`config.mk`:
```
export PLATFORM = sky130hd
export DESIGN_NAME = ssd1306_spi_sink
export DESIGN_NICKNAME = d
export VERILOG_FILES = /design/src/rtl/oled_pkg.sv /design/src/rtl/ssd1306_spi_sink_fifo.sv /design/src/rtl/ssd1306_spi_sink.sv
export SDC_FILE = /design/constraint.sdc
export NUM_CORES = 1
export LEC_CHECK = 0
export ABC_CLOCK_PERIOD_IN_PS = 2600
export CAP_MARGIN = 20
export CELL_PAD_IN_SITES_DETAIL_PLACEMENT = 0
export CELL_PAD_IN_SITES_GLOBAL_PLACEMENT = 1
export CORE_ASPECT_RATIO = 1.75
export CORE_MARGIN = 1
export CORE_UTILIZATION = 25
export DETAILED_ROUTE_END_ITERATION = 12
export PLACE_DENSITY_LB_ADDON = 0.1
export RECOVER_POWER = 25
export SLEW_MARGIN = 10
export SYNTH_ARGS = -nofsm -noshare
export SYNTH_HDL_FRONTEND = slang
export SYNTH_SLANG_ARGS = --single-unit
```
`constraint.sdc`:
```
create_clock -name clk -period 2.6 [get_ports clk]
set_input_delay 0.78 -clock clk [delete_from_list [all_inputs] [get_ports clk]]
set_output_delay 0.78 -clock clk [all_outputs]
set_load 0.05 [all_outputs]
```
`src/rtl/oled_pkg.sv`:
```
// ---------------------------------------------------------------------------
// oled_pkg
// Types and constants shared by the SSD1306 OLED transmit path and its
// receive-side loopback sink.
//   oled_byte_t : one bus byte plus the D/nC level captured with it
//   OLED_CMD    : D/nC level that marks a command byte
//   OLED_DATA   : D/nC level that marks a display data byte
// ---------------------------------------------------------------------------
package oled_pkg;

  typedef struct packed {
    logic       dc;
    logic [7:0] data;
  } oled_byte_t;

  localparam logic OLED_CMD  = 1'b0;
  localparam logic OLED_DATA = 1'b1;

  localparam int OLED_BYTE_W = $bits(oled_byte_t);

endpackage

```
`src/rtl/ssd1306_spi_sink_fifo.sv`:
```
// ---------------------------------------------------------------------------
// sync_fifo
// Single-clock FIFO with extra-wrap-bit pointers and a first-word view of the
// head entry.
//   clk, reset : system clock, synchronous active-high reset
//   push/wdata : write request and entry; ignored while full unless a pop
//                happens in the same cycle
//   pop        : read request; ignored while empty
//   rdata      : head entry (valid when empty is low)
//   full/empty : occupancy flags
// ---------------------------------------------------------------------------
module sync_fifo #(
  parameter int WIDTH = 9,
  parameter int DEPTH = 4
) (
  input  logic             clk,
  input  logic             reset,
  input  logic             push,
  input  logic [WIDTH-1:0] wdata,
  input  logic             pop,
  output logic [WIDTH-1:0] rdata,
  output logic             full,
  output logic             empty
);

  localparam int AW = $clog2(DEPTH);

  logic [AW:0]      wr_ptr;
  logic [AW:0]      rd_ptr;
  logic [WIDTH-1:0] mem [DEPTH];
  logic             do_push;
  logic             do_pop;

  // The extra pointer bit separates "same slot, same lap" (empty) from
  // "same slot, one lap apart" (full).
  assign empty = (wr_ptr == rd_ptr);
  assign full  = (wr_ptr[AW-1:0] == rd_ptr[AW-1:0]) && (wr_ptr[AW] != rd_ptr[AW]);

  // A pop on a full FIFO frees the slot the simultaneous push lands in.
  assign do_pop  = pop & ~empty;
  assign do_push = push & (~full | do_pop);

  assign rdata = mem[rd_ptr[AW-1:0]];

  // Storage is cleared on reset so the head reads as zero before any write.
  always_ff @(posedge clk) begin
    if (reset) begin
      wr_ptr <= '0;
      rd_ptr <= '0;
      for (int i = 0; i < DEPTH; i++) begin
        mem[i] <= '0;
      end
    end else begin
      if (do_push) begin
        mem[wr_ptr[AW-1:0]] <= wdata;
        wr_ptr              <= wr_ptr + (AW+1)'(1);
      end
      if (do_pop) begin
        rd_ptr <= rd_ptr + (AW+1)'(1);
      end
    end
  end

endmodule

```
`src/rtl/ssd1306_spi_sink.sv`:
```
// ---------------------------------------------------------------------------
// ssd1306_spi_sink
// SPI target that oversamples the four-wire SSD1306 bus with the system clock
// and recovers each byte together with its command/data tag, for loopback
// checking of the OLED transmitter.
//   clk, reset      : system clock (>= 4x SPI clock), synchronous active-high
//   spi_ncs         : chip select, active low, asynchronous
//   spi_clk         : SPI clock, mode 0 (MOSI sampled on rising edge)
//   spi_mosi        : serial data, MSB first
//   spi_dnc         : 0 = command byte, 1 = data byte
//   out_valid/ready : valid/ready handshake on the FIFO head
//   out_data/out_dc : head byte and the D/nC level captured with its bit 0
//   overflow        : sticky, a byte completed while the FIFO was full
//   abort           : one-cycle pulse, chip select released mid-byte
//   busy            : synchronized chip select is asserted
// ---------------------------------------------------------------------------
module ssd1306_spi_sink
  import oled_pkg::*;
#(
  parameter int FIFO_DEPTH = 4
) (
  input  logic       clk,
  input  logic       reset,
  input  logic       spi_ncs,
  input  logic       spi_clk,
  input  logic       spi_mosi,
  input  logic       spi_dnc,
  output logic       out_valid,
  input  logic       out_ready,
  output logic [7:0] out_data,
  output logic       out_dc,
  output logic       overflow,
  output logic       abort,
  output logic       busy
);

  logic       ncs_s1, ncs_s2, ncs_s3;
  logic       sck_s1, sck_s2, sck_s3;
  logic       mosi_s1, mosi_s2;
  logic       dnc_s1, dnc_s2;
  logic       rise;
  logic       ncs_rise;

  logic [2:0] bit_cnt;
  logic [7:0] shift_reg;
  logic [7:0] next_byte;
  logic       byte_done;
  oled_byte_t byte_reg;

  logic       fifo_full;
  logic       fifo_empty;
  logic       fifo_pop;
  oled_byte_t fifo_head;

  // Two-flop synchronizers on every bus line, plus a third stage on SCK and
  // nCS for edge detection. nCS resets high so a reset never looks like a
  // chip-select release.
  always_ff @(posedge clk) begin
    if (reset) begin
      ncs_s1  <= 1'b1;
      ncs_s2  <= 1'b1;
      ncs_s3  <= 1'b1;
      sck_s1  <= 1'b0;
      sck_s2  <= 1'b0;
      sck_s3  <= 1'b0;
      mosi_s1 <= 1'b0;
      mosi_s2 <= 1'b0;
      dnc_s1  <= 1'b0;
      dnc_s2  <= 1'b0;
    end else begin
      ncs_s1  <= spi_ncs;
      ncs_s2  <= ncs_s1;
      ncs_s3  <= ncs_s2;
      sck_s1  <= spi_clk;
      sck_s2  <= sck_s1;
      sck_s3  <= sck_s2;
      mosi_s1 <= spi_mosi;
      mosi_s2 <= mosi_s1;
      dnc_s1  <= spi_dnc;
      dnc_s2  <= dnc_s1;
    end
  end

  assign rise      = sck_s2 & ~sck_s3;
  assign ncs_rise  = ncs_s2 & ~ncs_s3;
  assign busy      = ~ncs_s2;
  assign next_byte = {shift_reg[6:0], mosi_s2};

  // Bit assembly. A chip-select release takes priority and drops any partial
  // byte; SCK edges seen while deselected never touch the counter, so the
  // next frame always starts bit-aligned.
  always_ff @(posedge clk) begin
    if (reset) begin
      bit_cnt   <= '0;
      shift_reg <= '0;
      byte_done <= 1'b0;
      byte_reg  <= '0;
      abort     <= 1'b0;
    end else begin
      byte_done <= 1'b0;
      abort     <= 1'b0;
      if (ncs_rise) begin
        bit_cnt   <= '0;
        shift_reg <= '0;
        abort     <= (bit_cnt != 3'd0);
      end else if (rise && !ncs_s2) begin
        shift_reg <= next_byte;
        bit_cnt   <= bit_cnt + 3'd1;
        if (bit_cnt == 3'd7) begin
          byte_done     <= 1'b1;
          byte_reg.data <= next_byte;
          byte_reg.dc   <= dnc_s2;
        end
      end
    end
  end

  assign fifo_pop = out_valid & out_ready;

  sync_fifo #(
    .WIDTH (OLED_BYTE_W),
    .DEPTH (FIFO_DEPTH)
  ) u_fifo (
    .clk   (clk),
    .reset (reset),
    .push  (byte_done),
    .wdata (byte_reg),
    .pop   (fifo_pop),
    .rdata (fifo_head),
    .full  (fifo_full),
    .empty (fifo_empty)
  );

  assign out_valid = ~fifo_empty;
  assign out_data  = fifo_head.data;
  assign out_dc    = fifo_head.dc;

  // A completed byte is lost only when the FIFO is full and nothing leaves
  // in the same cycle; once seen, the loss stays flagged until reset.
  always_ff @(posedge clk) begin
    if (reset) begin
      overflow <= 1'b0;
    end else if (byte_done && fifo_full && !fifo_pop) begin
      overflow <= 1'b1;
    end
  end

endmodule

```
* Word-level counts from Yosys, hierarchy flattened
Memories as Yosys holds them, arrays and structs flattened. A register that Yosys moved wholly into a read port is not among the register bits. Index checks and enable logic that the tools add are counted. Widths: inputs -> output; s select.
Operators by class: $add $sub $neg 3, equality and inequality tests 4, mux-type cells 11, bitwise gates (word level) 13, reductions and logical operators 12
Operators by type and width (number):
- $add 3x1->3 const B | 3
- $mux 9 | 1
- $reduce_or 9->1 | 1
- $mux 1 | 7
- $not 1->1 | 7
- $mux 2 | 3
- $and 1x1->1 | 5
- $logic_and 1x1->1 | 4
- $reduce_or 2->1 | 2
- $eq 3x3->1 | 1
- $eq 3x3->1 const B | 1
- $reduce_and 3->1 | 1
- $reduce_bool 3->1 | 1
- $reduce_or 3->1 | 1
- $eq 2x2->1 | 1
- $logic_not 1->1 | 2
- $ne 1x1->1 | 1
- $or 1x1->1 | 1
Storage, ports and cells: bits in registers 38, RAM bits 36, input port bits 7, output and inout bits 13, memories 1
Memories:
- u_fifo.mem | words 4, bits a word 9, rd ports 1, clocked after memory_dff 1, wr ports 4, RTL line ssd1306_spi_sink_fifo.sv:30 | logic [WIDTH-1:0] mem [DEPTH];

* Depth between registers and ports, before layout
Gate-level depths: netlist of the first run.
word-level depth 11, depth in mapped cells 6

* By module
From an unflattened synthesis of the first run, not the netlist that was laid out.
Unflattened totals: cells, all modules 280, area total of the unflattened synthesis 3185.6 µm²
By module, submodules not included:
- sync_fifo | times used 1, cells an instance 156, area each 2063.2 µm², sequential area each 1241.2 µm²
- ssd1306_spi_sink | times used 1, cells an instance 124, area each 1122.3 µm², sequential area each 640.6 µm²

* Worst setup path before layout of the first run
OpenSTA, ideal clock, no wires.
kind flip-flop to output port, from reg with a tool-made name, to out out_data[0], arrival time 1.491 ns, data required time 1.820 ns, path slack 0.329 ns, cell stages (with the launch flop) 3, buffers on the path 1, cells stage by stage dfxtp_1 > clkbuf_1 > mux4_2
RTL lines:
- end, declared | RTL line ssd1306_spi_sink.sv:30 | output logic [7:0] out_data,

==> results of run 1 <==
[cells by family (layout without fill, tap and decap cells)]
kind of cell | Yosys count | count (layout)
xor gates and xnor gates | 8 | 8
DFF | 76 | 76
adders and majority gates | 5 | 5
buffers and inverters | 11 | 51
muxes | 19 | 19
and+or+nand+nor | 103 | 103
AOI/OAI and AO/OA | 18 | 18
[layout make-up]
class | count | area [um2]
flip-flops and latches | 76 | 1882
repair buffers | 32 | 269.0
well taps | 165 | 206.4
fillers | 1222 | 8150
clock buffers | 9 | 225.2
inverters | 3 | 11.26
clock inverters | 7 | 98.84
multi-input cells | 153 | 1160
[per-layer routing]
| metal | track usage | wire (um) | up-vias |
|---|---|---|---|
| met2 | 0.1940 | 3376 | 21 |
| met1 | 0.1045 | 2183 | 816 |
| met4 | 0.06250 | 164 | 0 |
| li1 | - | - | 897 |
| met5 | 0 | 0 | - |
| met3 | 0.02490 | 144 | 11 |
[layout by cell type, fill, tap and decap left out, types with 9 or more instances in the layout]
cell type  instances
nor2b_1           10
clkbuf_16          9
a21oi_1           12
dfxtp_1           40
buf_4             20
mux2i_1           10
nor2_1            19
nand2_1           21
edfxtp_1          36
and2_1            37
mux4_2             9
[final timing paths]
path	end	slack (ns)
worst min register to register	ncs_s2$_SDFF_PP1_	0.41
worst min-delay path	ncs_s2$_SDFF_PP1_	0.41
worst max-delay path	u_fifo.mem[1][3]$_SDFFCE_PN0P_	0.19
worst max register to register	u_fifo.mem[1][3]$_SDFFCE_PN0P_	0.66
[metrics by stage]
| step | total power [mW] | utilization | setup WS [ns] | cell area [um2] | cells |
|---|---|---|---|---|---|
| CTS | 2.758 | 0.3221 | 0.1889 | 3866 | 445 |
| detailed placement | 1.405 | 0.2951 | -0.09857 | 3542 | 429 |
| floorplan | 1.363 | - | 0.3294 | 3087 | 240 |
| global placement | 1.403 | 0.2951 | -0.07993 | 3542 | 429 |
| finish | 2.705 | 0.3210 | 0.1900 | 3852 | 445 |
| global route | 2.817 | 0.3210 | 0.1123 | 3852 | 445 |
[power by group through the flow]
stage               logic [mW]  clock network (mW)  registers (mW)
floorplan               0.0526                   0            1.31
global placement        0.0864                   0            1.32
detailed placement      0.0871                   0            1.32
CTS                     0.0870                1.38            1.29
global route            0.0896                1.43            1.29
finish                  0.0822                1.33            1.29
[critical path, stage by stage]
cell and delay [ns]:
dlygate4sd3_1 0.59, o41ai_4 0.60, nor3b_4 0.07, or2_1 0.39
==> flow_metrics.py, run 1 <==
metrics = {
    "run_status": {
        "status": "complete, no violations",
    },
    "clock_network": {
        "path_clk_slew_ns": 0.06,
        "cts_tree": "built",
        "cts.hold.buffers_added": 0,
        "clock_sinks": 76,
        "post_cts_buffers": 0,
        "clock_latency_ns": 0.33,
        "cts_root_buf": "clkbuf_16",
        "ctsHtreeMaxLevel": 3,
        "clockBufferDepth": 2,
        "cts_buffers": 9,
        "post_cts_resized": 0,
    },
    "die": {
        "dieWidth_um": 86.00,
        "die_area_um2": 12810,
        "rows": 53,
        "core_um2": 12000,
        "dieHeight_um": 149.0,
        "ios": 20,
        "start_util": 0.2572,
    },
    "pwr": {
        "pwr-share-clk": 0.493,
        "pwr_density_cell_nw_per_um2": 702.1,
        "seqPwrFrac": 0.477,
        "internal_power_mw": 2.155,
        "comb_power_share": 0.030,
        "p_sw_mw": 0.5493,
        "p_leak_nw": 1.395,
        "p_sw_frac": 0.2031,
        "vdd_drop_max_v": 0.0002953,
    },
    "logic_synthesis": {
        "ys_seq_area_frac": 0.6096,
        "synth_fa_ha_area_frac": 0.02027,
        "ys_warn_count": 0,
        "avgSynthCellArea_um2": 12.86,
        "yosys_register_bits": 76,
        "synth-main-ff-cell": "dfxtp_1",
        "ys_types": 32,
        "synth_common_cells": "dfxtp_1, and2_1, edfxtp_1",
        "synth_top_area_share": 0.3502,
        "synth_compound_area_frac": 0.04297,
        "synth_xor_area_frac": 0.02756,
        "yosys.area.top_type": "edfxtp_1",
        "synthCells": 240,
        "synth_nets": 252,
        "async_flop_share": 0,
        "synth_edf_count": 36,
        "yosys.area_share.simple": 0.1877,
        "synth_top_family_by_area": "simple AND/OR/NAND/NOR gates",
        "synth.most_common_cell": "dfxtp_1",
        "muxShareOfSynthArea": 0.09809,
        "syn-cell-area_um2": 3087,
        "synth_area_leaders": "edfxtp_1, dfxtp_1, and2_1, mux4_2, mux2i_1",
    },
    "placement": {
        "dpl.hpwl_um": 4355,
        "gp_congestion": 0.6813,
        "port_buffers": 19,
    },
    "sta": {
        "max_freq_mhz": 414.9,
        "drv_slew": 0,
        "setup-tns-final_ns": 0,
        "hold_ws_ns": 0.4119,
        "finalCritPeriodShare": 0.9269,
        "rsz0062_at_grt": "false",
        "worst_slew_pin_slew_ns": 0.7522,
        "max_slew_margin": 0.4975,
        "post-route-min-period_ns": 2.410,
        "setup_viol": 0,
        "hold_viol": 0,
        "skew_ns": 0.007872,
    },
    "worst_setup_path": {
        "worst_ep_required_time_ns": 2.63,
        "crit_type": "primary input to flip-flop",
        "worstPathMaxFanout": 9,
        "critPathLaunchType": "primary input",
        "critPathArrivalTime_ns": 2.44,
        "reg2reg_depth": 4,
        "worstSetupEndpointType": "flip-flop",
        "r2r_start": "u_fifo.rd_ptr[1]$_SDFFE_PP0N_",
        "cp-startpoint": "out_ready",
    },
    "flow_run": {
        "cap_violations": 0,
    },
    "drt": {
        "first_iter_violations": 61,
        "wire_per_inst_um": 13.19,
        "dr.pass1.iters": 4,
        "vias": 1745,
        "vias_per_cell": 3.921,
        "totalWireLength_um": 5868,
        "drc": 0,
        "ant_nets": 0,
    },
    "global_route": {
        "grtUsageTotal": 0.1052,
        "grt_pass1_wl_um": 9729,
        "antenna_found_initial": 0,
        "grt_overflow_total": 0,
        "first_global_vias": 1872,
        "grt_max_degree": 34,
    },
    "hold_path": {
        "hp-class": "flip-flop to flip-flop",
        "min_from": "ncs_s1$_SDFF_PP1_",
        "hold_path_depth": 1,
    },
    "finish": {
        "diodes": 0,
        "drive_above_1_share": 0.2036,
        "largest_reg_flops": 36,
        "nets": 287,
        "area_growth_pct": 24.81,
    },
}
Note: power is estimated with default switching activity, not from simulation.
==> run 2, diff against run 1 <==
--- a/config.mk
+++ b/config.mk
@@ -15,6 +15,7 @@
 export DETAILED_ROUTE_END_ITERATION = 12
 export PLACE_DENSITY_LB_ADDON = 0.1
 export RECOVER_POWER = 25
+export SKIP_CTS_REPAIR_TIMING = 1
 export SLEW_MARGIN = 10
 export SYNTH_ARGS = -nofsm -noshare
 export SYNTH_HDL_FRONTEND = slang
==> results of run 2 <==
No change in the layout: final DEF, timing and power equal those of run 1.
